## config.mk

```make
export PLATFORM = sky130hd
export DESIGN_NAME = phy_tx_lane_striper
export DESIGN_NICKNAME = d
export VERILOG_FILES = /design/src/rtl/phy_tx_lane_striper.sv
export SDC_FILE = /design/constraint.sdc
export NUM_CORES = 1
export LEC_CHECK = 0
export BUFFER_PORTS_ARGS = -buffer_cell sky130_fd_sc_hd__buf_2
export CORE_AREA = 2 2 168 170
export CTS_BUF_LIST = sky130_fd_sc_hd__clkbuf_16
export CTS_CLUSTER_DIAMETER = 200
export DETAILED_ROUTE_END_ITERATION = 6
export DIE_AREA = 0 0 170 172
export PLACE_DENSITY = 0.66
export SLEW_MARGIN = 15
export SYNTH_ARGS = -nofsm -noshare
export SYNTH_HDL_FRONTEND = slang
export SYNTH_SLANG_ARGS = --single-unit
```

## constraint.sdc

```tcl
create_clock -name clk_32f -period 2.5 [get_ports clk_32f]
set_clock_uncertainty 0.1 [all_clocks]
set_input_delay 0.125 -clock clk_32f [delete_from_list [all_inputs] [get_ports clk_32f]]
set_output_delay 0.125 -clock clk_32f [all_outputs]
set_load 0.01 [all_outputs]
```

## src/rtl/phy_tx_lane_striper.sv

```systemverilog
// Round-robin word striper with per-lane FIFOs and lane-aligned MSB-first byte serialisers.
// Build option PHY_TX_SKP_IDLE_EN: idle bytes alternate IDLE_SYM and 8'h1C instead of repeating IDLE_SYM.
module phy_tx_lane_striper #(
  parameter int         NUM_LANES      = 2,
  parameter int         BYTES_PER_WORD = 4,
  parameter int         FIFO_DEPTH     = 4,
  parameter logic [7:0] IDLE_SYM       = 8'hBC,
  localparam int        WORD_W         = 8 * BYTES_PER_WORD,
  localparam int        SEL_W          = (NUM_LANES > 1) ? $clog2(NUM_LANES) : 1
) (
  input  logic                 clk_32f,
  input  logic                 reset,
  input  logic [WORD_W-1:0]    data_input,
  input  logic                 valid,
  input  logic                 active,
  output logic                 ready,
  output logic [NUM_LANES-1:0] data_out,
  output logic [NUM_LANES-1:0] valid_out,
  output logic [SEL_W-1:0]     lane_sel
);

  localparam int               PTR_W     = $clog2(FIFO_DEPTH);
  localparam int               CNT_W     = PTR_W + 1;
  localparam int               IDX_W     = (BYTES_PER_WORD > 1) ? $clog2(BYTES_PER_WORD) : 1;
  localparam logic [SEL_W-1:0] LAST_LANE = SEL_W'(NUM_LANES - 1);
  localparam logic [IDX_W-1:0] LAST_BYTE = IDX_W'(BYTES_PER_WORD - 1);
  localparam logic [IDX_W-1:0] FIRST_IDX = (BYTES_PER_WORD == 1) ? '0 : IDX_W'(1);
  localparam logic [CNT_W-1:0] FULL_CNT  = CNT_W'(FIFO_DEPTH);

  logic [SEL_W-1:0]     r_lane_sel;
  logic [2:0]           r_bit_cnt;
  logic                 r_first;
  logic [NUM_LANES-1:0] w_full;
  logic                 w_accept;
  logic                 w_boundary;

  // r_first makes the first edge after reset release a byte boundary for every lane.
  assign w_boundary = r_first || (r_bit_cnt == 3'd7);
  assign ready      = active && !reset && !w_full[r_lane_sel];
  assign w_accept   = valid && ready;
  assign lane_sel   = r_lane_sel;

  always_ff @(posedge clk_32f) begin
    if (reset) begin
      r_lane_sel <= '0;
    end else if (w_accept) begin
      r_lane_sel <= (r_lane_sel == LAST_LANE) ? '0 : r_lane_sel + 1'b1;
    end
  end

  always_ff @(posedge clk_32f) begin
    if (reset) begin
      r_bit_cnt <= '0;
      r_first   <= 1'b1;
    end else begin
      r_first   <= 1'b0;
      r_bit_cnt <= w_boundary ? 3'd0 : r_bit_cnt + 3'd1;
    end
  end

  for (genvar gi = 0; gi < NUM_LANES; gi++) begin : g_lane
    logic [WORD_W-1:0] r_mem [FIFO_DEPTH];
    logic [PTR_W-1:0]  r_wr_ptr;
    logic [PTR_W-1:0]  r_rd_ptr;
    logic [CNT_W-1:0]  r_count;
    logic [WORD_W-1:0] r_word;
    logic [IDX_W-1:0]  r_byte_idx;
    logic [7:0]        r_shift;
    logic              r_dout;
    logic              r_vout;
    logic              w_wr;
    logic              w_pop;
    logic              w_empty;
    logic [WORD_W-1:0] w_head;
    logic [7:0]        w_idle_byte;
    logic [7:0]        w_load_byte;

    assign w_empty    = (r_count == '0);
    assign w_full[gi] = (r_count == FULL_CNT);
    assign w_wr       = w_accept && (r_lane_sel == SEL_W'(gi));
    assign w_pop      = w_boundary && (r_byte_idx == '0) && !w_empty;
    assign w_head     = r_mem[r_rd_ptr];

    always_ff @(posedge clk_32f) begin
      if (w_wr) begin
        r_mem[r_wr_ptr] <= data_input;
      end
    end

    always_ff @(posedge clk_32f) begin
      if (reset) begin
        r_wr_ptr <= '0;
        r_rd_ptr <= '0;
        r_count  <= '0;
      end else begin
        if (w_wr) begin
          r_wr_ptr <= r_wr_ptr + 1'b1;
        end
        if (w_pop) begin
          r_rd_ptr <= r_rd_ptr + 1'b1;
        end
        case ({w_wr, w_pop})
          2'b10:   r_count <= r_count + 1'b1;
          2'b01:   r_count <= r_count - 1'b1;
          default: r_count <= r_count;
        endcase
      end
    end

`ifdef PHY_TX_SKP_IDLE_EN
    logic r_skp;

    // Toggles on every idle byte; a popped word restarts the idle pattern at IDLE_SYM.
    always_ff @(posedge clk_32f) begin
      if (reset) begin
        r_skp <= 1'b0;
      end else if (w_boundary && (r_byte_idx == '0)) begin
        r_skp <= w_empty ? ~r_skp : 1'b0;
      end
    end

    assign w_idle_byte = r_skp ? 8'h1C : IDLE_SYM;
`else
    assign w_idle_byte = IDLE_SYM;
`endif

    always_comb begin
      w_load_byte = w_idle_byte;
      if (r_byte_idx != '0) begin
        w_load_byte = r_word[WORD_W-1 -: 8];
      end else if (!w_empty) begin
        w_load_byte = w_head[WORD_W-1 -: 8];
      end
    end

    always_ff @(posedge clk_32f) begin
      if (reset) begin
        r_word     <= '0;
        r_byte_idx <= '0;
        r_shift    <= '0;
        r_dout     <= 1'b0;
        r_vout     <= 1'b0;
      end else if (w_boundary) begin
        r_dout  <= w_load_byte[7];
        r_shift <= {w_load_byte[6:0], 1'b0};
        if (r_byte_idx != '0) begin
          r_word     <= r_word << 8;
          r_byte_idx <= (r_byte_idx == LAST_BYTE) ? '0 : r_byte_idx + 1'b1;
        end else if (!w_empty) begin
          r_word     <= w_head << 8;
          r_byte_idx <= FIRST_IDX;
          r_vout     <= 1'b1;
        end else begin
          r_vout     <= 1'b0;
        end
      end else begin
        r_dout  <= r_shift[7];
        r_shift <= r_shift << 1;
      end
    end

    assign data_out[gi]  = r_dout;
    assign valid_out[gi] = r_vout;
  end

endmodule

```

-- Word level (Yosys, flattened, before mapping)
Memories as Yosys holds them, arrays and structs flattened. A register that Yosys moved wholly into a read port is not among the register bits.
Index checks and enable logic that the tools add are counted.
- register bits after elaboration: 107
- bits in latches: 0
- bits in writable memories: 256
- bits in read-only memories: 0
- output and inout port bits: 6
- word-level logic and storage cells: 109
- memories: 2
- memories (name ; depth ; width ; rd ports ; clocked after Yosys merged registers in ; wr ports ; RTL line ; text):
    g_lane[0].r_mem ; 4 ; 32 ; 1 ; 1 ; 1 ; 62 ; logic [WORD_W-1:0] r_mem [FIFO_DEPTH];
    g_lane[1].r_mem ; 4 ; 32 ; 1 ; 1 ; 1 ; 62 ;
- add/sub/neg operators: 12
- multiply operators: 0
- div/mod/pow operators: 0
- $lt $le $gt $ge: 1
- equal/unequal tests: 11
- shift operators: 0
- multiplexer cells: 34
- bitwise operators: 3
- reductions and logical operators: 27
- operators by type and width (cell ; count):
    32-bit two-way mux ; 4
    8-bit two-way mux ; 6
    2-bit two-way mux ; 10
    2-bit by 1-bit adder with 2-bit output, second input constant ; 6
    1-bit two-way mux ; 12
    3-bit case mux with 2 select lines ; 2
    3-bit by 1-bit adder with 3-bit output, second input constant ; 3
    3-bit equality test, second input constant ; 3
    1-bit logical AND ; 9
    2-bit equality test, second input constant ; 4
    2-bit AND reduction ; 4
    2-bit nonzero test ; 4
    3-bit zero test ; 2
    3-bit by 1-bit subtractor with 3-bit output, second input constant ; 2
    2-bit by 1-bit equality test with 1-bit output, second input constant ; 2
    1-bit zero test ; 4
    2-bit zero test ; 2
    2-bit by 1-bit != test with 1-bit output, second input constant ; 2
    1-bit NOT ; 3
    1-bit by 2-bit less-than comparator with 1-bit output, second input constant ; 1
    2-bit OR reduction ; 1
    1-bit adder, second input constant ; 1
    1-bit logical OR ; 1

-- Logic depth before layout (Yosys ltp)
- word-level depth: 9
- depth in mapped cells: 11
- mapped depth without buffers: 10

-- Worst setup path before layout
OpenSTA, ideal clock, no wires.
- path type: flip-flop to flip-flop
- from: register g_lane[1].r_count[1]
- to: memory g_lane[1].r_mem[1][0] in the netlist's numbering (enable)
- data arrival time: 1.806 ns
- setup slack: 0.202 ns
- stages on the path, launching flop included: 4
- path buffers: 0
- cells stage by stage: dfxtp_1 -> and4bb_1 -> nor3_2 -> and2_1
- longest elaborated chain between the ends: 9
- RTL lines (what ; RTL line ; text):
    start: declaration ; 65 ; logic [CNT_W-1:0] r_count;
    start signal: assignment ; 103 ; 2'b10: r_count <= r_count + 1'b1;
    start signal: assignment ; 104 ; 2'b01: r_count <= r_count - 1'b1;
    start signal: assignment ; 105 ; default: r_count <= r_count;
    3-bit equality test ; 79 ; assign w_full[gi] = (r_count == FULL_CNT);
    1-bit two-way mux (implied by the code) (2 in series) ; 39 ; assign ready = active && !reset && !w_full[r_lane_sel];
    1-bit zero test ; 39 ;
    1-bit logical AND ; 39 ;
    1-bit logical AND ; 40 ; assign w_accept = valid && ready;
    1-bit logical AND ; 80 ; assign w_wr = w_accept && (r_lane_sel == SEL_W'(gi));
    1-bit two-way mux ; 85 ; if (w_wr) begin
    1-bit two-way mux (implied by the code) ; 86 ; r_mem[r_wr_ptr] <= data_input;
    end: declaration ; 62 ;
Every way passes these cells. The select of a mux whose other input is x is not followed.

-- Worst setup path after layout
- from: register g_lane[0].r_count[0]
- to: register g_lane[0].r_count[2]
- longest elaborated chain between the ends: 9
- RTL lines (what ; RTL line ; text):
    start: declaration ; 65 ;
    start signal: assignment ; 103 ;
    start signal: assignment ; 104 ;
    start signal: assignment ; 105 ;
    3-bit equality test ; 79 ;
    1-bit two-way mux (implied by the code) (2 in series) ; 39 ;
    1-bit zero test ; 39 ;
    1-bit logical AND ; 39 ;
    1-bit logical AND ; 40 ;
    1-bit logical AND ; 80 ;
    2-bit by 1-bit equality test with 1-bit output / 2-bit equality test (equally long branches) ; 102 ; case ({w_wr, w_pop})
    3-bit case mux with 2 select lines / 2-bit nonzero test (equally long branches) ; n/a ;
Parallel ways exist; a longest one is shown, timed or not. The select of a mux whose other input is x is not followed.
A chain may end at the register's enable or synchronous reset.

==> impl_metrics.csv <==
group,metric,value,unit
floorplanning,die_h,172,um
sta,tightest_slew,965,ps
run_status,status,"finished clean",
clocking,clockBufferDepth,3,
setup_path,rrSetupSlack,40,ps
hold_path,hold_class,"input pin to register",
detailed_routing,wl_per_cell,23.6,um
hold_path,min_from,"active",
clocking,clock_sinks,349,
floorplanning,design.die.area,29200,um2
floorplanning,coreArea,27500,um2
setup_path,worstSetupPathType,"register to register",
detailed_routing,drt_wl_total,29900,um
layout,multi_input_area,3530,um2
synth,yosysSeqAreaShare,70.4,%
clocking,path_clk_slew,60,ps
synth,syn_area,13600,um2
synth,synth.largest_area_cell,"edfxtp_1",
sta,finalHoldViolations,0,
sta,slew-limit-headroom,35.7,%
setup_path,cp.arrival,2790,ps
synth,synth_cell_types,44,
run,maxCapViolCount,0,
setup_path,worstPathMaxFanout,7,
setup_path,r2r_end,"g_lane[0].r_count[2]",
clocking,cts_tree,"built",
layout,fillers,2063,
global_routing,grt_max_degree,88,
floorplanning,start_util,49.4,%
synth,syn_inst,794,
synth,synth_ff_type,"edfxtp_1",
floorplanning,rows,61,
setup_path,setup.worst_path.end_class,"register",
sta,finalSetupViolations,0,
hold_path,holdPathEnd,"g_lane[0].r_wr_ptr[1]",
synth,synth_warnings,0,
clocking,clock-root-buffer,"clkbuf_16",
setup_path,reg2regPathDepth,9,
global_routing,grt_pass1_wl,45400,um
sta,max_freq,406,MHz
clocking,cts_made_buffers,37,
power,peakVddDrop,0.708,mV
detailed_routing,drtPass1Iterations,5,
global_routing,track_usage,20.9,%
sta,layout_worst_path_cycle_share,98.4,%
global_routing,grt_antenna_before_repair,0,
detailed_routing,drt_iter0_drc,770,
layout,antennaDiodeCount,0,
setup_path,cp.required,2830,ps
placed_design,port_buffers,41,
global_routing,grt-ovfl-total,0,
synth,synthArstFlopShare,0,%
layout,seqCellArea,9560,um2
detailed_routing,ant_nets,0,
power,powerDensity,844,nW/um2
layout,finalNetCount,949,
synth,synthTopCellsByArea,"edfxtp_1, dfxtp_1, mux4_2",
synth,avgSynthCellArea,17.1,um2
floorplanning,ios,42,
sta,slew_violations,0,
setup_path,reg2reg_from,"g_lane[0].r_count[0]",
synth,ys_seq_elements,349,
detailed_routing,viasPerCell,5.81,
global_routing,grt_pass1_vias,7634,
sta,rsz0062_at_grt,"true",
layout,drive_gt1_share,26.4,%
clocking,clkLatencyLatePin,520,ps
clocking,htreeDepth,2,
synth,synthesis.nets,848,
detailed_routing,vias,7366,
power,p_leak,0.00542,uW
sta,fin_crit,2460,ps
placed_design,dp_hpwl,17500,um
placed_design,finalWeightedCongestion,0.799,
layout,areaGrowthSynthToFinish,15.7,%
power,power,13300,uW
setup_path,start_kind,"register",
synth,synth_edf_count,256,
detailed_routing,drc,0,
floorplanning,die_w,170,um
sta,finalHoldWorstSlack,97.3,ps
hold_path,hold_path_depth,4,
synth,synth_top_area_share,56.7,%
-- state kept, by name (all words and copies together), names as in the netlist, named ones only --
| signal | count |
|---|---|
| g_lane.r_vout | 2 |
| g_lane.r_mem | 256 |
| g_lane.r_dout | 2 |
| g_lane.r_shift | 14 |
| g_lane.r_count | 6 |
| g_lane.r_word | 48 |
| g_lane.r_wr_ptr | 4 |
| lane_sel | 1 |
| r_bit_cnt | 3 |
| g_lane.r_byte_idx | 4 |
| g_lane.r_rd_ptr | 4 |
| r_first | 1 |
-- power by group --
group	leakage, uW	internal (uW)	total [uW]	switching (uW)
clock	0.000575	2750	4870	2120
combinational	0.00178	747	1750	1000
sequential	0.00307	6460	6630	165
total	0.00542	9960	13300	3290
-- kinds of logic after synthesis --
kind of cell    count (synthesis)  share of synthesized area [%]
compound gates                147                           7.73
xor+xnor                        4                          0.258
fa+ha+maj                      18                           1.77
buf+inv                       111                           3.85
flops                         349                           70.4
mux                            97                           13.1
simple gates                   68                           2.92
-- worst max-delay path: stages, from the launching register on --
cell and delay, ps:
dfxtp_1 400, nor3b_2 300, nor3_1 120, inv_1 140
ha_2 210, inv_1 70, fa_1 390, xor2_1 160
or3_1 340, a21oi_1 150
-- what timing repair did --
| item | 4_1_cts | 5_1_grt |
|---|---|---|
| resized for setup | 0 | 11 |
| buffers inserted | 0 | 3 |
| endpoints found under the hold margin | 256 | 0 |
| hold buffers | 32 | 0 |
| endpoints found under the setup margin | 0 | 2 |
-- worst max path at each step --
stage,start,endpoint,cells past startpoint
floorplan,g_lane[1].r_count[1],g_lane[1].r_mem[1][0],3
global route,g_lane[0].r_count[0],g_lane[0].r_count[2],9
CTS,r_bit_cnt[0],g_lane[0].r_count[2],10
finish,g_lane[0].r_count[0],g_lane[0].r_count[2],9
detailed placement,r_bit_cnt[0],g_lane[0].r_count[2],10
global placement,r_bit_cnt[0],g_lane[1].r_count[2],10
-- per-stage QoR --
| step | utilization [%] | setup TNS [ps] | worst slack, ps | instance area [um2] | std cells |
|---|---|---|---|---|---|
| floorplan | - | 0 | 202 | 13600 | 794 |
| global placement | 51.8 | 0 | 218 | 14200 | 1167 |
| detailed placement | 51.8 | 0 | 55.6 | 14200 | 1167 |
| CTS | 56.9 | 0 | 42.5 | 15600 | 1265 |
| global route | 57.1 | -94.8 | -94.8 | 15700 | 1268 |
| finish | 57.1 | 0 | 38.9 | 15700 | 1268 |
-- area by class of cell --
class | count | share of cell area (%)
sequential | 349 | 60.9
clock inverter | 28 | 0.853
timing repair buffer | 113 | 5.50
multi-input combinational | 334 | 22.5
clock buffer | 38 | 6.06
tap | 346 | 2.76
inverter | 60 | 1.44
-- cells in the final DEF, fill, tap and decap left out, drive strengths merged, types with 4 or more instances in the layout --
cell	netlist	routed
edfxtp	256	256
dfxtp	93	93
buf	34	81
inv	60	72
mux4	64	64
a21oi	63	63
clkbuf	17	38
mux2i	33	33
a211oi	32	32
dlygate4sd3	0	32
o32ai	20	20
ha	16	16
clkinv	0	14
nor2	13	13
nand2	11	11
o221ai	10	10
and2	10	10
o21ai	10	10
nor3	9	9
or3	6	6
o31ai	6	6
xor2	4	4
nand4	4	4
-- cells in the mapped netlist, types with 2 or more instances --
cell type / number
and3_1: 2
nand2_1: 11
mux4_2: 64
nor2_1: 13
dfxtp_1: 93
or3_1: 6
o32ai_1: 20
buf_2: 15
ha_1: 16
a21oi_2: 20
buf_4: 11
clkbuf_1: 17
and2_1: 10
buf_6: 6
edfxtp_1: 256
o21ai_1: 3
a211oi_1: 32
xor2_1: 4
a21oi_1: 43
mux2i_1: 33
inv_1: 60
buf_1: 2
o221ai_1: 10
or4_1: 2
o31ai_1: 4
nor3_1: 6
or4b_1: 2
fa_1: 2
o31ai_2: 2
a21o_1: 2
o21a_1: 2
nor3_2: 3
nand4_1: 4
o21ai_0: 7
nand3_1: 2
-- layer usage --
metal / up-vias / track usage, % / part of all wire (%)
met5: - / 0 / 0
li1: 3311 / - / -
met1: 3803 / 27.6 / 43
met4: 0 / 6.17 / 2.0
met3: 51 / 3.16 / 4.3
met2: 201 / 36.3 / 51
No activity file was read; power rests on OpenSTA's default activity.
